<file path="src/rtl/hizali_bellek_islem_birimi.sv">
// Load/store unit between execute and the L1 data cache.
// Places store data and byte enables on the addressed lanes, extracts and
// extends load data, and splits or rejects misaligned accesses.
module hizali_bellek_islem_birimi #(
    parameter int VERI_BIT    = 32,
    parameter int ADR_BIT     = 32,
    parameter int HIZASIZ_BOL = 1
) (
    input  logic                  clk_i,
    input  logic                  rst_i,
    input  logic                  basla_i,
    input  logic [3:0]            kontrol_i,
    input  logic [ADR_BIT-1:0]    adr_i,
    input  logic [VERI_BIT-1:0]   deger_i,
    output logic                  bitti_o,
    output logic [VERI_BIT-1:0]   sonuc_o,
    output logic                  hizasiz_o,
    output logic                  gecersiz_o,
    input  logic [VERI_BIT-1:0]   l1v_veri_i,
    input  logic                  l1v_durdur_i,
    output logic [VERI_BIT-1:0]   l1v_veri_o,
    output logic [ADR_BIT-1:0]    l1v_adr_o,
    output logic [VERI_BIT/8-1:0] l1v_veri_maske_o,
    output logic                  l1v_yaz_gecerli_o,
    output logic                  l1v_sec_n_o
);

    localparam int B  = VERI_BIT / 8;
    localparam int OB = $clog2(B);

    localparam logic [2*B-1:0]     BIR_MASKE = 1;
    localparam logic [ADR_BIT-1:0] ADIM      = ADR_BIT'(B);

    typedef enum logic [1:0] {
        BOSTA   = 2'd0,
        ERISIM1 = 2'd1,
        ERISIM2 = 2'd2,
        TAMAM   = 2'd3
    } durum_t;

    durum_t durum, sonraki;

    // Latched request
    logic [2:0]          f3_r;
    logic                yaz_r;
    logic [OB-1:0]       o_r;
    logic                capraz_r;
    logic                hiz_r;
    logic                gec_r;
    logic [B-1:0]        maske2_r;
    logic [VERI_BIT-1:0] veri2_r;
    logic [VERI_BIT-1:0] w1_r;

    // Request decode
    logic [2:0]            f3_g;
    logic                  yaz_g;
    logic [OB-1:0]         o_g;
    logic [3:0]            s_g;
    logic [4:0]            uc_g;
    logic                  gecersiz_g;
    logic                  hizasiz_g;
    logic                  capraz_g;
    logic                  istisna_g;
    logic [2*B-1:0]        maske_genis;
    logic [2*VERI_BIT-1:0] veri_genis;
    logic [ADR_BIT-1:0]    adr_hiz;
    logic [VERI_BIT-1:0]   ham;
    logic [VERI_BIT-1:0]   sonuc_g;

    function automatic logic [VERI_BIT-1:0] genislet(input logic [VERI_BIT-1:0] v,
                                                     input logic [2:0] f3);
        logic [VERI_BIT-1:0] r;
        r = v;
        case (f3[1:0])
            2'b00:   r = f3[2] ? VERI_BIT'(v[7:0])  : VERI_BIT'($signed(v[7:0]));
            2'b01:   r = f3[2] ? VERI_BIT'(v[15:0]) : VERI_BIT'($signed(v[15:0]));
            2'b10:   r = f3[2] ? VERI_BIT'(v[31:0]) : VERI_BIT'($signed(v[31:0]));
            default: r = v;
        endcase
        return r;
    endfunction

    // Decode the incoming request; the two halves of the double-width shifts
    // give the first and second access lanes directly.
    always_comb begin
        f3_g        = kontrol_i[2:0];
        yaz_g       = kontrol_i[3];
        o_g         = adr_i[OB-1:0];
        s_g         = 4'd1 << f3_g[1:0];
        uc_g        = 5'(o_g) + 5'(s_g);
        gecersiz_g  = (f3_g == 3'b111)
                    || ((VERI_BIT == 32) && ((f3_g == 3'b011) || (f3_g == 3'b110)))
                    || (yaz_g && f3_g[2]);
        hizasiz_g   = |(adr_i[3:0] & (s_g - 4'd1));
        capraz_g    = uc_g > 5'(B);
        istisna_g   = gecersiz_g || (hizasiz_g && (HIZASIZ_BOL == 0));
        maske_genis = ((BIR_MASKE << s_g) - BIR_MASKE) << o_g;
        veri_genis  = {{VERI_BIT{1'b0}}, deger_i} << {o_g, 3'b000};
        adr_hiz     = {adr_i[ADR_BIT-1:OB], {OB{1'b0}}};
    end

    // Merge the captured bus words and extend the addressed bytes
    always_comb begin
        if (durum == ERISIM2)
            ham = VERI_BIT'({l1v_veri_i, w1_r} >> {o_r, 3'b000});
        else
            ham = VERI_BIT'({{VERI_BIT{1'b0}}, l1v_veri_i} >> {o_r, 3'b000});
        sonuc_g = yaz_r ? '0 : genislet(ham, f3_r);
    end

    // State register
    always_ff @(posedge clk_i) begin
        if (!rst_i)
            durum <= BOSTA;
        else
            durum <= sonraki;
    end

    // Next state and completion outputs
    always_comb begin
        sonraki    = durum;
        bitti_o    = 1'b0;
        hizasiz_o  = 1'b0;
        gecersiz_o = 1'b0;
        case (durum)
            BOSTA: begin
                if (basla_i)
                    sonraki = istisna_g ? TAMAM : ERISIM1;
            end
            ERISIM1: begin
                if (!l1v_durdur_i)
                    sonraki = capraz_r ? ERISIM2 : TAMAM;
            end
            ERISIM2: begin
                if (!l1v_durdur_i)
                    sonraki = TAMAM;
            end
            TAMAM: begin
                bitti_o    = 1'b1;
                hizasiz_o  = hiz_r;
                gecersiz_o = gec_r;
                sonraki    = BOSTA;
            end
            default: sonraki = BOSTA;
        endcase
    end

    // Request latch, bus registers and load result
    always_ff @(posedge clk_i) begin
        if (!rst_i) begin
            f3_r              <= '0;
            yaz_r             <= 1'b0;
            o_r               <= '0;
            capraz_r          <= 1'b0;
            hiz_r             <= 1'b0;
            gec_r             <= 1'b0;
            maske2_r          <= '0;
            veri2_r           <= '0;
            w1_r              <= '0;
            sonuc_o           <= '0;
            l1v_veri_o        <= '0;
            l1v_adr_o         <= '0;
            l1v_veri_maske_o  <= '0;
            l1v_yaz_gecerli_o <= 1'b0;
            l1v_sec_n_o       <= 1'b1;
        end else begin
            case (durum)
                BOSTA: begin
                    if (basla_i) begin
                        f3_r     <= f3_g;
                        yaz_r    <= yaz_g;
                        o_r      <= o_g;
                        capraz_r <= capraz_g;
                        gec_r    <= gecersiz_g;
                        hiz_r    <= !gecersiz_g && hizasiz_g && (HIZASIZ_BOL == 0);
                        maske2_r <= maske_genis[2*B-1:B];
                        veri2_r  <= veri_genis[2*VERI_BIT-1:VERI_BIT];
                        sonuc_o  <= '0;
                        if (!istisna_g) begin
                            l1v_sec_n_o       <= 1'b0;
                            l1v_adr_o         <= adr_hiz;
                            l1v_veri_maske_o  <= maske_genis[B-1:0];
                            l1v_veri_o        <= veri_genis[VERI_BIT-1:0];
                            l1v_yaz_gecerli_o <= yaz_g;
                        end
                    end
                end
                ERISIM1: begin
                    if (!l1v_durdur_i) begin
                        w1_r <= l1v_veri_i;
                        if (capraz_r) begin
                            l1v_adr_o        <= l1v_adr_o + ADIM;
                            l1v_veri_maske_o <= maske2_r;
                            l1v_veri_o       <= veri2_r;
                        end else begin
                            l1v_sec_n_o       <= 1'b1;
                            l1v_veri_maske_o  <= '0;
                            l1v_yaz_gecerli_o <= 1'b0;
                            sonuc_o           <= sonuc_g;
                        end
                    end
                end
                ERISIM2: begin
                    if (!l1v_durdur_i) begin
                        l1v_sec_n_o       <= 1'b1;
                        l1v_veri_maske_o  <= '0;
                        l1v_yaz_gecerli_o <= 1'b0;
                        sonuc_o           <= sonuc_g;
                    end
                end
                default: ;
            endcase
        end
    end

endmodule

</file>
<file path="config.mk">
export PLATFORM = sky130hd
export DESIGN_NAME = hizali_bellek_islem_birimi
export DESIGN_NICKNAME = d
export VERILOG_FILES = /design/src/rtl/hizali_bellek_islem_birimi.sv
export SDC_FILE = /design/constraint.sdc
export NUM_CORES = 1
export LEC_CHECK = 0
export CAP_MARGIN = 5
export CORE_UTILIZATION = 46
export CTS_CLUSTER_DIAMETER = 30
export DETAILED_ROUTE_END_ITERATION = 12
export GPL_TIMING_DRIVEN = 0
export PLACE_DENSITY = 0.88
export SETUP_SLACK_MARGIN = 0.02
export SLEW_MARGIN = 20
export SYNTH_ARGS = -nofsm -noshare
export SYNTH_HDL_FRONTEND = slang
export SYNTH_SLANG_ARGS = --single-unit
</file>
<file path="constraint.sdc">
create_clock -name clk_i -period 2.1 [get_ports clk_i]
set_input_delay 0.21 -clock clk_i [delete_from_list [all_inputs] [get_ports clk_i]]
set_output_delay 0.21 -clock clk_i [all_outputs]
set_load 0.01 [all_outputs]
</file>
==> results.ini <==
[cts]
h-tree-depth = 4
tritoncts = built
clk_path_buf_depth = 2
path_clk_slew_ns = 0.07
cts_hold_buf = 0
clk_root_buffer_cell = clkbuf_16
clock_sinks = 170
cts_buffers = 17
insertion_delay_ns = 0.44

[global_route]
first_global_vias = 9734
grt_max_degree = 17
antenna_found_initial = 0
grt_usage_pct = 31.85
grt_pass1_wl_um = 52920
grt_overflow = 0

[timing]
fin_skew_ns = 0.01056
fin_ws_ns = -0.07188
finalSetupViolations = 24
hold-worst-slack_ns = 0.1502
drv_slew = 0
max_freq_ghz = 0.4604
worst_pin_slew_ns = 0.8548
fin_crit_sh_pct = 103.4
timing_hold_violations_final = 0
rsz0062_at_grt = yes
setup_tns_ns = -1.040
slew_headroom_pct = 43.01
min_period_ns = 2.172

[floorplan]
pin_count = 209
die_y_um = 145.1
core_area_um2 = 19780
dieArea_um2 = 21060
start_util_pct = 47.62
die_w_um = 145.1
row_count = 51

[worst_hold_path]
hp-class = in -> reg

[logic_synthesis]
synth_seq_cells = 170
synth_area_leaders = dfxtp_1, nand2_1, mux2i_1
synth_warnings = 0
ys_seq_area_share_pct = 36.13
syn_avg_cell_area_um2 = 8.344
ys.flop_type = dfxtp_1
synth_top_cell_by_area = dfxtp_1
synth_edf_count = 0
ys_async_sr_fraction_pct = 0
ys_types = 74
netlist.area_leader.share_pct = 36.13
synthCells = 1129
syn_area_um2 = 9420

[drt]
vias = 10510
via_per_inst = 6.270
drt_iter0_drc = 1316
wl_um = 36160
drc_errors = 0
postRouteAntennaNets = 0
wire_per_inst_um = 21.58
drtPass1Iterations = 6

[worst_setup_path]
worstSetupEndpoint = sonuc_o[13]$_SDFFE_PN0P_
critical-path-slowest-cell = or4_4
crit_top_cell = buf_6
cp-end-kind = flip-flop
crit_cells = 8
critPathKind = reg -> reg
worst_setup_path_startpoint = durum[1]$_SDFFE_PN0P_
arrival_ns = 2.56
critPathBufInv = 3
rr_endpoint = sonuc_o[13]$_SDFFE_PN0P_
ff2ff_setup_slack_ns = -0.07
cp_top_family = simple AND/OR/NAND/NOR gates
slowest_delay_ns = 0.64
critPathLaunchType = flip-flop
path_max_fanout = 7
r2r_start = durum[1]$_SDFFE_PN0P_
critical_path_required_ns = 2.48
crit_path_cell_trace = buf_6 > ha_4 > buf_6 > o21ai_4 > o2111ai_4 > buf_6 > or4_4 > nand3_2
rr_worst_depth = 8

[place]
port_buffers = 203
hpwl_um = 24870
gp_congestion = 0.9638
dp_cells = 1599

[run_status]
status = finished with violations
violations = setup timing

[power]
ir_worst_vdd_v = 0.0008187
power_leakage_nw = 5.132
p_per_area_nw_per_um2 = 1313

[flow_run]
cap_viol_max_count = 0

[cells_and_area]
drive_above_1_share_pct = 19.29
fillers = 1517
instances_no_fill = 1676
nNetsFinal = 1511
syn_to_final_growth_pct = 43.67

-- tightest hold or removal path, delay by kind of cell --
family | cells | cell delay [ns]
AOI/OAI and AO/OA | 1 | 0.08
and+or+nand+nor | 1 | 0.08
buffers and inverters | 1 | 0.16
-- how the worst min path moves through the flow --
| stage | startpoint | endpoint | cells after the start |
|---|---|---|---|
| finish | kontrol_i[0] | f3_r[0]$_SDFFE_PN0P_ | 3 |
| global route | kontrol_i[0] | f3_r[0]$_SDFFE_PN0P_ | 3 |
| CTS | kontrol_i[0] | f3_r[0]$_SDFFE_PN0P_ | 3 |
| detailed placement | sonuc_o[30]$_SDFFE_PN0P_ | sonuc_o[30]$_SDFFE_PN0P_ | 2 |
| global placement | sonuc_o[31]$_SDFFE_PN0P_ | sonuc_o[31]$_SDFFE_PN0P_ | 2 |
| floorplan | kontrol_i[2] | f3_r[2]$_SDFFE_PN0P_ | 2 |
-- what timing repair did --
action / in CTS / in global routing
buffers inserted: 13 / 29
gates cloned: 0 / 4
setup endpoints to repair: 115 / 114
pin swaps: 10 / 31
gates resized for setup: 96 / 113
-- cells in the final DEF, fill, tap and decap left out, types with 6 or more instances in the layout --
master / count
o211a_1: 18
nor3b_1: 26
mux2i_1: 34
clkdlybuf4s50_1: 203
nor2_1: 52
nor3_1: 8
nor2b_1: 28
mux4_2: 14
a221oi_1: 8
a22oi_1: 42
a21oi_1: 50
o21ai_0: 37
clkbuf_16: 20
a21oi_2: 8
and3_1: 7
clkbuf_1: 38
nand4_1: 10
o31ai_1: 8
buf_2: 7
clkbuf_2: 21
nand3_1: 26
o21ai_1: 10
or3_1: 9
o22ai_1: 12
and2_1: 18
inv_1: 9
nand2_1: 195
nand2b_1: 7
a21boi_0: 47
buf_4: 53
buf_6: 8
mux2_2: 35
dfxtp_1: 166
clkbuf_4: 6
-- area by class of cell --
| cell class | count | area, um^2 | area share, % |
|---|---|---|---|
| multi-input cells | 847 | 6042 | 44.64 |
| flip-flops and latches | 170 | 3413 | 25.22 |
| repair buffers | 249 | 2457 | 18.16 |
| plain buffers | 99 | 614.3 | 4.539 |
| clock buffers | 20 | 446.7 | 3.300 |
| well taps | 265 | 331.6 | 2.450 |
| clock inverters | 12 | 172.7 | 1.276 |
| inverters | 13 | 53.80 | 0.3975 |
| diodes | 1 | 2.502 | 0.01849 |
-- stage by stage --
step | worst slack, ns | power (mW) | cell area [um^2] | utilization (%)
global route | -0.1447 | 18.48 | 13530 | 68.41
finish | -0.07188 | 17.77 | 13530 | 68.42
CTS | -0.007716 | 16.24 | 12860 | 65.03
floorplan | 0.03223 | 9.035 | 9437 | -
detailed placement | -0.7171 | 12.13 | 11800 | 59.65
global placement | -0.7092 | 11.98 | 11800 | 59.65
-- cell usage after synthesis (all sizes together) (13+ instances only) --
library cell,instances
mux4,14
inv,13
nor2b,29
o211a,18
clkbuf,66
nor2,56
a221oi,16
dfxtp,170
nand2,198
buf,35
a21boi,53
nand3,31
a21oi,59
and2,19
mux2i,40
o21ai,51
o22ai,15
nor3b,27
nor3,14
a22oi,43
mux2,35
-- logic make-up after synthesis --
logic type      share of synthesized area [%]
compound gates                          23.56
fa+ha+maj                               1.408
buf+inv                                 5.193
flops                                   36.13
mux                                     11.78
other cells                           0.03981
simple gates                            21.89
-- power breakdown --
part	total, mW	internal (mW)	switching, mW
registers	4.85	4.08	0.768
logic	9.51	4.44	5.07
clock network	3.41	2.02	1.39
-- sequential cells by signal (all words and copies together) (netlist names), 3 cells and up --
register / count
maske2_r: 4
veri2_r: 24
l1v_veri_o: 32
w1_r: 32
l1v_veri_maske_o: 4
sonuc_o: 32
f3_r: 3
l1v_adr_o: 30
-- layer usage --
metal	GRT usage, %	part of all wire, %	vias up
met5	0	0	-
met4	17.68	5.8	0
met3	5.314	11	187
met2	50.87	45	776
met1	40.81	38	4904
li1	-	-	4642
Power figures use the tool's default switching activity.
